**src/rtl/ycbcr_pkg.sv**
```systemverilog
// Shared colour-conversion constants and types for both RGB<->YCbCr directions.
package ycbcr_pkg;

  localparam int FRAC_BITS     = 8;
  localparam int ROUND         = 128;
  localparam int CHROMA_OFFSET = 128;

  // Forward set (RGB -> YCbCr), rows Y / Cb / Cr, columns R / G / B
  localparam int FWD_Y_R  = 77;
  localparam int FWD_Y_G  = 150;
  localparam int FWD_Y_B  = 29;
  localparam int FWD_CB_R = -43;
  localparam int FWD_CB_G = -85;
  localparam int FWD_CB_B = 128;
  localparam int FWD_CR_R = 128;
  localparam int FWD_CR_G = -107;
  localparam int FWD_CR_B = -21;

  // Inverse set (YCbCr -> RGB); the G terms are subtracted
  localparam int INV_CR_R = 359;
  localparam int INV_CB_G = 88;
  localparam int INV_CR_G = 183;
  localparam int INV_CB_B = 454;

  localparam logic [1:0] COMP_R  = 2'd0;
  localparam logic [1:0] COMP_G  = 2'd1;
  localparam logic [1:0] COMP_B  = 2'd2;
  localparam logic [1:0] COMP_Y  = 2'd0;
  localparam logic [1:0] COMP_CB = 2'd1;
  localparam logic [1:0] COMP_CR = 2'd2;

  typedef enum logic [1:0] {
    PH_Y  = 2'd0,
    PH_CB = 2'd1,
    PH_CR = 2'd2
  } in_phase_e;

  typedef enum logic [1:0] {
    OUT_IDLE,
    OUT_EMIT_R,
    OUT_EMIT_G,
    OUT_EMIT_B
  } out_phase_e;

endpackage

```
**src/rtl/ycbcr_to_rgb_stage_1_if.sv**
```systemverilog
// Byte-serial YCbCr in / RGB out stream bundle for the inverse converter.
interface ycbcr_to_rgb_stage_1_if;
  logic       valid_i;
  logic       first_i;
  logic [7:0] ycc_data_i;
  logic       valid_o;
  logic [1:0] status_o;
  logic [7:0] rgb_data_o;
  logic       misalign_o;
  logic [1:0] in_phase_o;

  modport slave (
    input  valid_i, first_i, ycc_data_i,
    output valid_o, status_o, rgb_data_o, misalign_o, in_phase_o
  );

  modport master (
    output valid_i, first_i, ycc_data_i,
    input  valid_o, status_o, rgb_data_o, misalign_o, in_phase_o
  );
endinterface

```
**src/rtl/ycbcr_to_rgb_stage_1_sat_u8.sv**
```systemverilog
// Clamp a 19-bit signed colour sum into the unsigned 0..255 byte range.
module sat_u8 (
  input  logic signed [18:0] sum_i,
  output logic        [7:0]  data_o
);

  always_comb begin
    if (sum_i[18]) begin
      data_o = '0;
    end else if (|sum_i[17:8]) begin
      data_o = '1;
    end else begin
      data_o = sum_i[7:0];
    end
  end

endmodule

```
**src/rtl/ycbcr_to_rgb_stage_1.sv**
```systemverilog
// Byte-serial YCbCr -> RGB converter: collects Y/Cb/Cr, converts on Cr,
// and replays R/G/B one per cycle starting on the Cr edge.
module ycbcr_to_rgb_stage_1
  import ycbcr_pkg::*;
#(
  parameter int COEF_CR_R = INV_CR_R,
  parameter int COEF_CB_G = INV_CB_G,
  parameter int COEF_CR_G = INV_CR_G,
  parameter int COEF_CB_B = INV_CB_B
) (
  input logic                   clk,
  input logic                   rst_n,
  ycbcr_to_rgb_stage_1_if.slave bus
);

  localparam logic signed [18:0] K_CR_R = 19'(COEF_CR_R);
  localparam logic signed [18:0] K_CB_G = 19'(COEF_CB_G);
  localparam logic signed [18:0] K_CR_G = 19'(COEF_CR_G);
  localparam logic signed [18:0] K_CB_B = 19'(COEF_CB_B);
  localparam logic signed [18:0] K_RND  = 19'(ROUND);
  localparam logic signed [18:0] K_OFS  = 19'(CHROMA_OFFSET);

  in_phase_e         in_phase_q, in_phase_d;
  out_phase_e        state_q, state_d;
  logic [7:0]        y_q, y_d, cb_q, cb_d;
  logic [2:0][7:0]   rgb_q, rgb_d;
  logic [1:0]        status_q, status_d;
  logic              misalign_q, misalign_d;
  logic              convert;

  logic signed [18:0] y_s, cb_s, cr_s, r_sum, g_sum, b_sum;
  logic        [7:0]  r_u8, g_u8, b_u8;
  logic        [7:0]  rgb_data;

  // Input phase tracking; first_i always restarts a triplet with this byte as Y
  always_comb begin
    in_phase_d = in_phase_q;
    y_d        = y_q;
    cb_d       = cb_q;
    misalign_d = 1'b0;
    convert    = 1'b0;
    if (bus.valid_i) begin
      if (bus.first_i) begin
        y_d        = bus.ycc_data_i;
        in_phase_d = PH_CB;
        misalign_d = (in_phase_q != PH_Y);
      end else begin
        case (in_phase_q)
          PH_Y: begin
            y_d        = bus.ycc_data_i;
            in_phase_d = PH_CB;
          end
          PH_CB: begin
            cb_d       = bus.ycc_data_i;
            in_phase_d = PH_CR;
          end
          default: begin
            convert    = 1'b1;
            in_phase_d = PH_Y;
          end
        endcase
      end
    end
  end

  // Arithmetic uses the live Cr byte so R is ready on the Cr edge
  always_comb begin
    y_s   = $signed({11'b0, y_q});
    cb_s  = $signed({11'b0, cb_q}) - K_OFS;
    cr_s  = $signed({11'b0, bus.ycc_data_i}) - K_OFS;
    r_sum = y_s + ((K_CR_R * cr_s + K_RND) >>> FRAC_BITS);
    g_sum = y_s + ((-(K_CB_G * cb_s) - K_CR_G * cr_s + K_RND) >>> FRAC_BITS);
    b_sum = y_s + ((K_CB_B * cb_s + K_RND) >>> FRAC_BITS);
  end

  sat_u8 u_sat_r (.sum_i(r_sum), .data_o(r_u8));
  sat_u8 u_sat_g (.sum_i(g_sum), .data_o(g_u8));
  sat_u8 u_sat_b (.sum_i(b_sum), .data_o(b_u8));

  always_comb begin
    rgb_d = rgb_q;
    if (convert) begin
      rgb_d[0] = r_u8;
      rgb_d[1] = g_u8;
      rgb_d[2] = b_u8;
    end
  end

  // A new Cr always restarts at R; it can only land in EMIT_B or IDLE
  always_comb begin
    state_d = state_q;
    if (convert) begin
      state_d = OUT_EMIT_R;
    end else begin
      case (state_q)
        OUT_EMIT_R: state_d = OUT_EMIT_G;
        OUT_EMIT_G: state_d = OUT_EMIT_B;
        default:    state_d = OUT_IDLE;
      endcase
    end
  end

  always_comb begin
    status_d = status_q;
    case (state_d)
      OUT_EMIT_R: status_d = COMP_R;
      OUT_EMIT_G: status_d = COMP_G;
      OUT_EMIT_B: status_d = COMP_B;
      default:    status_d = status_q;
    endcase
  end

  always_ff @(posedge clk or negedge rst_n) begin
    if (!rst_n) begin
      in_phase_q <= PH_Y;
      state_q    <= OUT_IDLE;
      y_q        <= '0;
      cb_q       <= '0;
      rgb_q      <= '0;
      status_q   <= COMP_R;
      misalign_q <= 1'b0;
    end else begin
      in_phase_q <= in_phase_d;
      state_q    <= state_d;
      y_q        <= y_d;
      cb_q       <= cb_d;
      rgb_q      <= rgb_d;
      status_q   <= status_d;
      misalign_q <= misalign_d;
    end
  end

  // Data follows the held status, so it also holds while valid_o is low
  always_comb begin
    case (status_q)
      COMP_G:  rgb_data = rgb_q[1];
      COMP_B:  rgb_data = rgb_q[2];
      default: rgb_data = rgb_q[0];
    endcase
  end

  assign bus.valid_o    = (state_q != OUT_IDLE);
  assign bus.status_o   = status_q;
  assign bus.rgb_data_o = rgb_data;
  assign bus.misalign_o = misalign_q;
  assign bus.in_phase_o = in_phase_q;

endmodule

```
**src/flat_wrapper.sv**
```systemverilog
// flat-port wrapper written by rule: the top's interface ports become plain ports
module ycbcr_to_rgb_stage_1_flat import ycbcr_pkg::*;
#(
  parameter int COEF_CR_R = INV_CR_R,
  parameter int COEF_CB_G = INV_CB_G,
  parameter int COEF_CR_G = INV_CR_G,
  parameter int COEF_CB_B = INV_CB_B
)
  (clk, rst_n, bus_valid_i, bus_first_i, bus_ycc_data_i, bus_valid_o, bus_status_o, bus_rgb_data_o, bus_misalign_o, bus_in_phase_o);
  ycbcr_to_rgb_stage_1_if bus_i ();
  input logic clk;
  input logic rst_n;
  input wire logic [$bits(bus_i.valid_i)-1:0] bus_valid_i;
  input wire logic [$bits(bus_i.first_i)-1:0] bus_first_i;
  input wire logic [$bits(bus_i.ycc_data_i)-1:0] bus_ycc_data_i;
  output wire logic [$bits(bus_i.valid_o)-1:0] bus_valid_o;
  output wire logic [$bits(bus_i.status_o)-1:0] bus_status_o;
  output wire logic [$bits(bus_i.rgb_data_o)-1:0] bus_rgb_data_o;
  output wire logic [$bits(bus_i.misalign_o)-1:0] bus_misalign_o;
  output wire logic [$bits(bus_i.in_phase_o)-1:0] bus_in_phase_o;
  assign bus_i.valid_i = bus_valid_i;
  assign bus_i.first_i = bus_first_i;
  assign bus_i.ycc_data_i = bus_ycc_data_i;
  assign bus_valid_o = bus_i.valid_o;
  assign bus_status_o = bus_i.status_o;
  assign bus_rgb_data_o = bus_i.rgb_data_o;
  assign bus_misalign_o = bus_i.misalign_o;
  assign bus_in_phase_o = bus_i.in_phase_o;
  ycbcr_to_rgb_stage_1 #(.COEF_CR_R(COEF_CR_R), .COEF_CB_G(COEF_CB_G), .COEF_CR_G(COEF_CR_G), .COEF_CB_B(COEF_CB_B)) u_core (.clk(clk), .rst_n(rst_n), .bus(bus_i));
endmodule
```
**config.mk**
```make
export PLATFORM = sky130hd
export DESIGN_NAME = ycbcr_to_rgb_stage_1_flat
export DESIGN_NICKNAME = d
export VERILOG_FILES = /design/src/rtl/ycbcr_pkg.sv /design/src/rtl/ycbcr_to_rgb_stage_1_if.sv /design/src/rtl/ycbcr_to_rgb_stage_1_sat_u8.sv /design/src/rtl/ycbcr_to_rgb_stage_1.sv /design/src/flat_wrapper.sv
export SDC_FILE = /design/constraint.sdc
export NUM_CORES = 1
export LEC_CHECK = 0
export CAP_MARGIN = 10
export CORE_MARGIN = 2
export CORE_UTILIZATION = 40
export DETAILED_ROUTE_END_ITERATION = 8
export GPL_TIMING_DRIVEN = 0
export PLACE_DENSITY = 0.54
export SYNTH_ARGS = -nofsm -noshare
export SYNTH_HDL_FRONTEND = slang
export SYNTH_SLANG_ARGS = --single-unit
export TNS_END_PERCENT = 20
```
**constraint.sdc**
```tcl
create_clock -name clk -period 18.5 [get_ports clk]
set_clock_uncertainty 0.2 [all_clocks]
set_input_delay 3.7 -clock clk [delete_from_list [all_inputs] [get_ports clk]]
set_output_delay 3.7 -clock clk [all_outputs]
set_load 0.005 [all_outputs]
```
# After elaboration in Yosys (flattened, before gate mapping)
# Cells that the tools add are included.
[word_totals]
latch_bits = 0
mem_bits_rw = 0
ff_bits = 47
wordCells = 62
memories = 0
mem_bits_ro = 0
[op_classes]
n_bitwise = 1
reduce_logical = 11
muxes = 19
eq_ne = 8
shifts = 0
n_lt_le_gt_ge = 0
n_div = 0
multipliers = 4
addsub = 10
[ops]
columns = ["cell", "n"]
rows = [
  ["$mux 8", 8],
  ["$add 19x9->19 const B", 3],
  ["$add 9x11->12", 3],
  ["$reduce_or 10->1", 3],
  ["$mul 10x19->19 const A", 1],
  ["$mul 5x19->16 const A", 1],
  ["$mul 9x19->18 const A", 1],
  ["$mul 9x19->19 const A", 1],
  ["$neg 19->19", 1],
  ["$sub 19x19->19", 1],
  ["$sub 8x8->9 const B", 2],
  ["$pmux 8 s2", 1],
  ["$eq 2x1->1 const B", 4],
  ["$eq 2x2->1 const B", 4],
  ["$pmux 2 s2", 2],
  ["$pmux 2 s3", 1],
  ["$reduce_bool 2->1", 3],
  ["$mux 1", 5],
  ["$mux 2", 2],
  ["$reduce_and 3->1", 1],
  ["$reduce_bool 3->1", 1],
  ["$logic_not 2->1", 1],
  ["$reduce_and 2->1", 1],
  ["$reduce_or 2->1", 1],
  ["$not 1->1", 1],
]

# Longest topological paths before layout
# Gate-level depths: netlist (run 1).
[logic_depth]
ltp_word = 9
mapped_depth = 31

# By module
# Synthesis (run 1) repeated with hierarchy kept, for this count alone.
[hier_totals]
hier_cells = 1094
hier_area_um2 = 9510.4
[by_module_without_submodules]
columns = ["mod", "area_each_um2", "seq_area_each_um2", "cells_each", "n_inst"]
rows = [
  ["ycbcr_to_rgb_stage_1", 9112.5, 1176.1, 1034, 1],
  ["sat_u8", 132.6, 0.0, 20, 3],
]

# Worst setup path before layout (run 1)
# Ideal clock, no wire load.
[synth_timing]
kind = "input to register"
startpoint = "input bus_ycc_data_i[7]"
endpoint = "register u_core.rgb_q[15] (netlist name)"
slack_ns = 8.410
arrival_time_ns = 9.742
path_stages = 27
n_path_buf = 1
path_cell_list = "clkbuf_1 > inv_1 > ha_1 > fa_1 > inv_1 > fa_1 > fa_1 > inv_1 > fa_1 > ha_1 > a21o_1 > nand2_1 > o21ai_1 > nor2_1 > nor2b_1 > nor2_1 > xnor2_1 > ha_1 > nand2_1 > o21ai_0 > nand4_1 > a211oi_1 > nand4_1 > o211a_1 > o211a_1 > mux2i_2 > a22oi_1"
[synth_between]
elab_chain_cells = 8
[synth_rtl]
columns = ["element", "line", "text"]
rows = [
  ["from (decl)", "flat_wrapper.sv:15", "input wire logic [$bits(bus_i.ycc_data_i)-1:0] bus_ycc_data_i;"],
  ["$sub 8x8->9 *", "ycbcr_to_rgb_stage_1.sv:70", "cr_s = $signed({11'b0, bus.ycc_data_i}) - K_OFS;"],
  ["$mul 9x19->19 *", "ycbcr_to_rgb_stage_1.sv:72", "g_sum = y_s + ((-(K_CB_G * cb_s) - K_CR_G * cr_s + K_RND) >>> FRAC_BITS);"],
  ["$sub 19x19->19 *", "ycbcr_to_rgb_stage_1.sv:72", ""],
  ["$add 19x9->19 *", "ycbcr_to_rgb_stage_1.sv:72", ""],
  ["$add 9x11->12 *", "ycbcr_to_rgb_stage_1.sv:72", ""],
  ["$reduce_or 10->1", "ycbcr_to_rgb_stage_1_sat_u8.sv:10", "end else if (|sum_i[17:8]) begin"],
  ["$mux 8", "ycbcr_to_rgb_stage_1_sat_u8.sv:10", ""],
  ["$mux 8 *", "ycbcr_to_rgb_stage_1_sat_u8.sv:8", "if (sum_i[18]) begin"],
  ["to (signal assigned)", "ycbcr_to_rgb_stage_1.sv:127", "rgb_q <= rgb_d;"],
  ["to (decl)", "ycbcr_to_rgb_stage_1.sv:26", "logic [2:0][7:0] rgb_q, rgb_d;"],
]
# Every way passes the cells marked *; elsewhere a longest branch is shown, timed or not.
# A chain may end at the register's enable or synchronous reset.

# Worst setup path after layout (run 1)
[layout_timing]
startpoint = "input bus_ycc_data_i[7]"
endpoint = "register u_core.rgb_q[9] (netlist name)"
# The elaborated chain is that of the path after synthesis.

==> summary.txt, run 1 <==
Setup path
  – CP Launch Type: primary input
  – Crit path required time: 18,450 ps
  – Crit path capture type: register
  – Critical path class: in -> reg
  – CP Max Fanout: 18
  – Setup slack, reg-to-reg: 9840 ps
  – Crit path DAT: 11,870 ps

Clock tree
  – H-tree Lvls: 2
  – Post-CTS sizing: 0
  – Clk Tree Root Cell: clkbuf_16
  – Max clock buf depth: 2
  – Clock-pin transition on the worst setup and hold timing paths: 70 ps
  – CTS Buf Count: 5
  – Worst-skew pair later-pin latency: 300 ps
  – Clk sinks: 47
  – CTS Hold Bufs: 0
  – TritonCTS clock tree: yes
  – Postcts setup bufs: 0

Floorplanning
  – Die width: 156 um
  – Height of the die: 156 um
  – FP Rows: 55
  – Core area: 22,700 um2
  – Initial Util: 0.409
  – Die ar.: 24,500 um2
  – I/O Pins: 26

Route
  – Total number of vias: 6,836
  – Post-detailed-routing wire length: 21.0 mm
  – Detailed Route Iter0 Violations: 373
  – Total DRC errors in the routed layout: 0
  – Post-route ant nets: 0
  – Per-cell routed wire length: 15.7 um
  – Avg Vias per Cell: 5.12
  – Drt pass-1 iters: 7

Timing
  – Setup_tns: 0 ps
  – Least-Margin Pin Slew: 1160 ps
  – Fmax achieved: 83.9 MHz
  – Max-slew violation count: 0
  – Final setup violation count: 0
  – Fin. Hold Viols: 0
  – Final worst-path cycle share: 0.644
  – Min Hold Slack: 298 ps
  – Max-slew headroom at the worst pin: 0.227
  – Minimum clock period: 11,910 ps
  – Setup repair after global routing missed its margin: false

Synth
  – Post-Syn Nets: 1,306
  – Netlist cell types: 77
  – Synth Area in Adders: 0.440
  – Compound-Gate Fraction of Synth Area: 0.168
  – Cells after Synth: 1,016
  – Syn avg cell area: 9.15 um2
  – Top cells by count, synth: 196 x ha_1, 181 x inv_1, 82 x fa_1, 58 x nand2_1, 58 x xnor2_1
  – Ys Warns: 0
  – Sequential fraction of the synthesis area: 0.127
  – XOR/XNOR Fraction of Synth Area: 0.0748
  – Ys async rst share: 1.00
  – Top area cells in the synthesized netlist: ha_1 26%, fa_1 18%, dfrtp_1 13%
  – Mux contribution to synthesized area: 0.0112
  – Top FF cell, synth: dfrtp_1
  – Post-synthesis simple-gate area fraction: 0.100
  – Synthesized cell area: 9300 um2
  – Count leader, synth: ha_1
  – Number of flops mapped to enable cells by yosys: 0
  – Register bit total from synthesis: 47
  – Largest family of logic cells by synthesized area: adder cells
  – Area leader, netlist: ha_1
  – Share of the synthesized area in the top cell type: 0.264

Global routing
  – First-pass GRT wire length: 35.4 mm
  – Vias in the first global route: 6,875
  – Initial antenna violation count: 0
  – Congestion Overflow GR: 0
  – Largest net degree at the start of global routing: 32
  – Global-route usage over all layers: 0.183

Finish
  – Number of fill cells: 2,253
  – Layout cells sized above 1: 0.0390
  – Register area: 1180 um2
  – Area growth syn-to-layout: 8.38%
  – Nets@finish: 1,340
  – Non-Filler Instances: 1,336
  – N_diodes: 0
  – Multi-input logic area: 7390 um2

Placed design
  – RePlAce Congestion: 0.802
  – Post-DP HPWL: 17.9 mm
  – Port Buffers: 25
  – Cells after DPL: 1,328

Flow run
  – Max cap viols: 0

Min path
  – Hold Path Class: reg -> reg

Outcome
  – Outcome: complete, no violations
==> critical path: stages <==
cell	delay, ps
clkdlybuf4s50_1	800
clkbuf_1	580
inv_1	600
ha_1	500
fa_1	540
inv_1	50
fa_1	460
fa_1	540
inv_1	50
fa_1	470
ha_1	360
a21o_1	170
nand2_1	60
o21ai_1	120
nor2_1	210
nor2b_1	70
nor2_1	110
xnor2_1	100
ha_1	330
nand2_1	50
o21ai_0	360
nand4_1	140
a211oi_1	440
nand4_1	150
o211a_1	230
o211a_1	120
mux2i_2	410
a22oi_1	130
==> state kept, by name, summed over array words and instances, names as in the netlist <==
signal,cells
u_core.bus.status_o,2
u_core.rgb_q,24
u_core.y_q,8
u_core.state_q,2
u_core.bus.in_phase_o,2
u_core.cb_q,8
u_core.bus.misalign_o,1
==> routing by layer <==
layer  global-route usage  up-vias  wire length (um)
met4               0.0183        0                86
li1                     -     3539                 -
met5                    0        -                 0
met3               0.0197        7               387
met2                0.301       56              9510
met1                0.267     3234             11000
==> kinds of logic (layout without fill, tap and decap cells) <==
group / Yosys count / in the layout
simple gates: 186 / 186
compound gates: 224 / 224
flops: 47 / 47
buf+inv: 195 / 230
fa+ha+maj: 278 / 278
mux: 9 / 9
xor+xnor: 77 / 77
==> stage by stage <==
step | cell area, um2 | util | setup slack (ps)
6_report | 10100 | 0.444 | 6590
3_5_place_dp | 9920 | 0.437 | 6300
3_3_place_gp | 9900 | 0.436 | 6290
5_1_grt | 10100 | 0.444 | 6060
2_1_floorplan | 9300 | - | 8410
4_1_cts | 10100 | 0.444 | 6600
==> layout make-up <==
| type | count | share of cell area |
|---|---|---|
| plain buffers | 13 | 0.00497 |
| repair buffers | 27 | 0.0268 |
| flip-flops and latches | 47 | 0.117 |
| clock inverters | 2 | 0.00137 |
| well taps | 285 | 0.0354 |
| inverters | 182 | 0.0678 |
| multi-input cells | 774 | 0.733 |
| clock buffers | 6 | 0.0138 |
==> worst paths after layout <==
kind	cells after the start	startpoint	endpoint
max in group asynchronous	2	rst_n	u_core.cb_q[1]
worst min register to register	2	u_core.rgb_q[4]	u_core.rgb_q[4]
worst min-delay path	2	u_core.rgb_q[4]	u_core.rgb_q[4]
min in group asynchronous	1	rst_n	u_core.rgb_q[0]
worst max-delay path	28	bus_ycc_data_i[7]	u_core.rgb_q[9]
worst max register to register	30	u_core.cb_q[3]	u_core.rgb_q[9]
==> cells in the final DEF, fill, tap and decap left out, types with 6 or more instances in the layout <==
cell | Yosys | layout
nand2b_1 | 10 | 10
nand3_1 | 8 | 8
o221ai_1 | 10 | 10
nor2b_1 | 6 | 6
inv_1 | 181 | 181
clkdlybuf4s50_1 | 0 | 24
xnor2_1 | 58 | 58
clkbuf_1 | 12 | 12
dfrtp_1 | 47 | 47
a21o_1 | 21 | 21
o21ai_0 | 35 | 35
xor2_1 | 17 | 17
nand2_1 | 58 | 58
o21a_1 | 11 | 11
fa_1 | 82 | 82
o21bai_1 | 11 | 11
a21oi_1 | 51 | 51
o22ai_1 | 7 | 7
a31oi_1 | 6 | 6
ha_1 | 196 | 196
nor2_1 | 50 | 50
o21ai_1 | 6 | 6
nor3_1 | 11 | 11
a22oi_1 | 17 | 17
Power of run 1 is not shown: default switching activity piles up to over one toggle a cycle in this logic, so the estimate is an artifact.
==> run 2: changes to the inputs <==
PLACE_DENSITY = 0.56   (was 0.54)
clock period = 10.1 ns   (was 18.5 ns; I/O delays follow)
==> summary.txt, run 2 (same netlist as run 1, synthesis figures left out) <==
Clock tree
  – CTS Hold Bufs: 0 (unchanged)
  – Worst-skew pair later-pin latency: 300 ps (about the same)
  – CTS Buf Count: 5 (unchanged)
  – Clk Tree Root Cell: clkbuf_16
  – Clk sinks: 47 (unchanged)
  – Max clock buf depth: 2 (unchanged)
  – TritonCTS clock tree: yes
  – H-tree Lvls: 2 (unchanged)
  – Clock-pin transition on the worst setup and hold timing paths: 70 ps (about the same)

Setup path
  – Crit-path slowest cell: clkdlybuf4s50_1
  – CP Launch Type: primary input
  – Crit path DAT: 9530 ps (-2340 ps)
  – RR Startpoint: u_core.cb_q[3]
  – Crit path capture type: register
  – R2R cell count: 30 (unchanged)
  – Critical path's largest stage delay: 810 ps (about the same)
  – Most numerous cell on the critical path: fa_1
  – Reg2reg end: u_core.rgb_q[9]
  – Worst path bufs/invs: 5 (unchanged)
  – Critical path class: in -> reg
  – CP delay by family, top: adder cells
  – Crit path required time: 10,060 ps (-8390 ps)
  – CP Max Fanout: 9 (-9)
  – Setup slack, reg-to-reg: 1760 ps (-8080 ps)

Placed design
  – Placed inst area: 9920 um2 (unchanged)
  – Post-DP HPWL: 18.0 mm (+0.49%)
  – RePlAce Congestion: 0.792 (-1.3%)
  – Port Buffers: 25 (unchanged)

Route
  – Post-route ant nets: 0 (unchanged)
  – Drt pass-1 iters: 4 (-3)
  – Per-cell routed wire length: 15.8 um (+0.59%)
  – Total number of vias: 6,821 (-0.22%)
  – Total DRC errors in the routed layout: 0 (unchanged)
  – Post-detailed-routing wire length: 21.2 mm (+0.67%)
  – Avg Vias per Cell: 5.10 (-0.29%)
  – Detailed Route Iter0 Violations: 226 (-39%)

Finish
  – Nets@finish: 1,342 (+0.15%)
  – Multi-input logic area: 7390 um2 (about the same)
  – Post-route cell area: 10,100 um2 (+0.22%)
  – Layout cells sized above 1: 0.0428 (+0.00377)
  – Register area: 1180 um2 (unchanged)
  – Largest regs: u_core.rgb_q (24), u_core.cb_q (8), u_core.y_q (8)
  – Max reg flops: 24 (unchanged)
  – Number of fill cells: 2,278 (+1.1%)
  – Top reg by flops: u_core.rgb_q
  – Commonest non-fill, non-tap cells in the layout: 196 x ha_1, 180 x inv_1, 82 x fa_1
  – Area growth syn-to-layout: 8.63%
  – Most common cell after layout, fill and taps aside: ha_1
  – N_diodes: 0 (unchanged)

Global routing
  – Largest net degree at the start of global routing: 30 (-6.3%)
  – Global-route usage over all layers: 0.183 (about the same)
  – First-pass GRT wire length: 35.4 mm (-0.14%)
  – Initial antenna violation count: 0 (unchanged)
  – Congestion Overflow GR: 0 (unchanged)
  – Vias in the first global route: 6,840 (-0.51%)

Flow run
  – Max cap viols: 0 (unchanged)

Min path
  – Hold EP: u_core.rgb_q[6]
  – Hold Path Class: reg -> reg
  – Hold_sp: u_core.rgb_q[6]
  – Hold path cells: 2 (unchanged)

Floorplanning
  – Height of the die: 156 um (unchanged)
  – Initial Util: 0.409 (unchanged)
  – Core area: 22,700 um2 (unchanged)
  – Die width: 156 um (unchanged)
  – FP Rows: 55 (unchanged)
  – Die ar.: 24,500 um2 (unchanged)
  – I/O Pins: 26 (unchanged)

Timing
  – Fin. Hold Viols: 0 (unchanged)
  – Minimum clock period: 9580 ps
  – Setup repair after global routing missed its margin: false
  – Max-slew violation count: 0 (unchanged)
  – Fmax achieved: 104 MHz
  – Final setup violation count: 0 (unchanged)
  – Max-slew headroom at the worst pin: 0.197 (-0.0302)
  – Least-Margin Pin Slew: 1200 ps (+45.2 ps)
  – Final worst-path cycle share: 0.948

Outcome
  – Outcome: complete, no violations
-- run 2: changes by cell type in the layout (fill, tap and decap cells not counted), sizes merged --
cell,delta
buf,+2
clkdlybuf4s50,-1
clkinv,-1
clkinvlp,+1
dlymetal6s2s,+1
inv,-1
-- run 2: through the flow --
step	std cells	utilization	hold slack, ps	setup TNS, ps	worst slack (ps)
final	1337	0.445	297	0	525
after global placement	1326	0.436	283	-4740	-378
after CTS	1337	0.444	305	0	81.6
after detailed placement	1328	0.437	286	-5280	-417
after floorplan	1016	-	256	0	1690
after global routing	1337	0.445	328	0	28.9
-- run 2: worst min-delay path, stage by stage (launching register included) --
cell and delay, ps:
dfrtp_1 340, nand2_1 60, o221ai_1 60
-- run 2: how the worst max path moves through the flow --
stage	startpoint	endpoint	slack, ps	cells after the start
after global placement	bus_ycc_data_i[7]	u_core.rgb_q[12]	-380	28
after global routing	bus_ycc_data_i[5]	u_core.rgb_q[15]	30	27
after floorplan	bus_ycc_data_i[7]	u_core.rgb_q[15]	1690	27
after CTS	bus_ycc_data_i[7]	u_core.rgb_q[9]	80	28
final	bus_ycc_data_i[7]	u_core.rgb_q[9]	520	28
after detailed placement	bus_ycc_data_i[7]	u_core.rgb_q[9]	-420	28
-- run 2: metal layers --
metal	GRT usage	up-vias	part of all wire
met5	0	-	0
met4	0.0301	0	0.011
met3	0.0255	14	0.026
met2	0.297	89	0.45
met1	0.262	3181	0.52
li1	-	3537	-
-- run 2: layout make-up --
type                            count  area share
Sequential cell                    47       0.116
Buffer                             13     0.00508
Inverter                          182      0.0680
Tap cell                          285      0.0353
Timing Repair Buffer               29      0.0285
Clock inverter                      1    0.000867
Clock buffer                        6      0.0138
Multi-Input combinational cell    774       0.732
-- run 2: repair_timing --
action,in CTS,in global routing
setup endpoints to repair,8,16
gates resized for setup,1,4
buffers inserted,2,0
Power of run 2 is left out for the same reason.
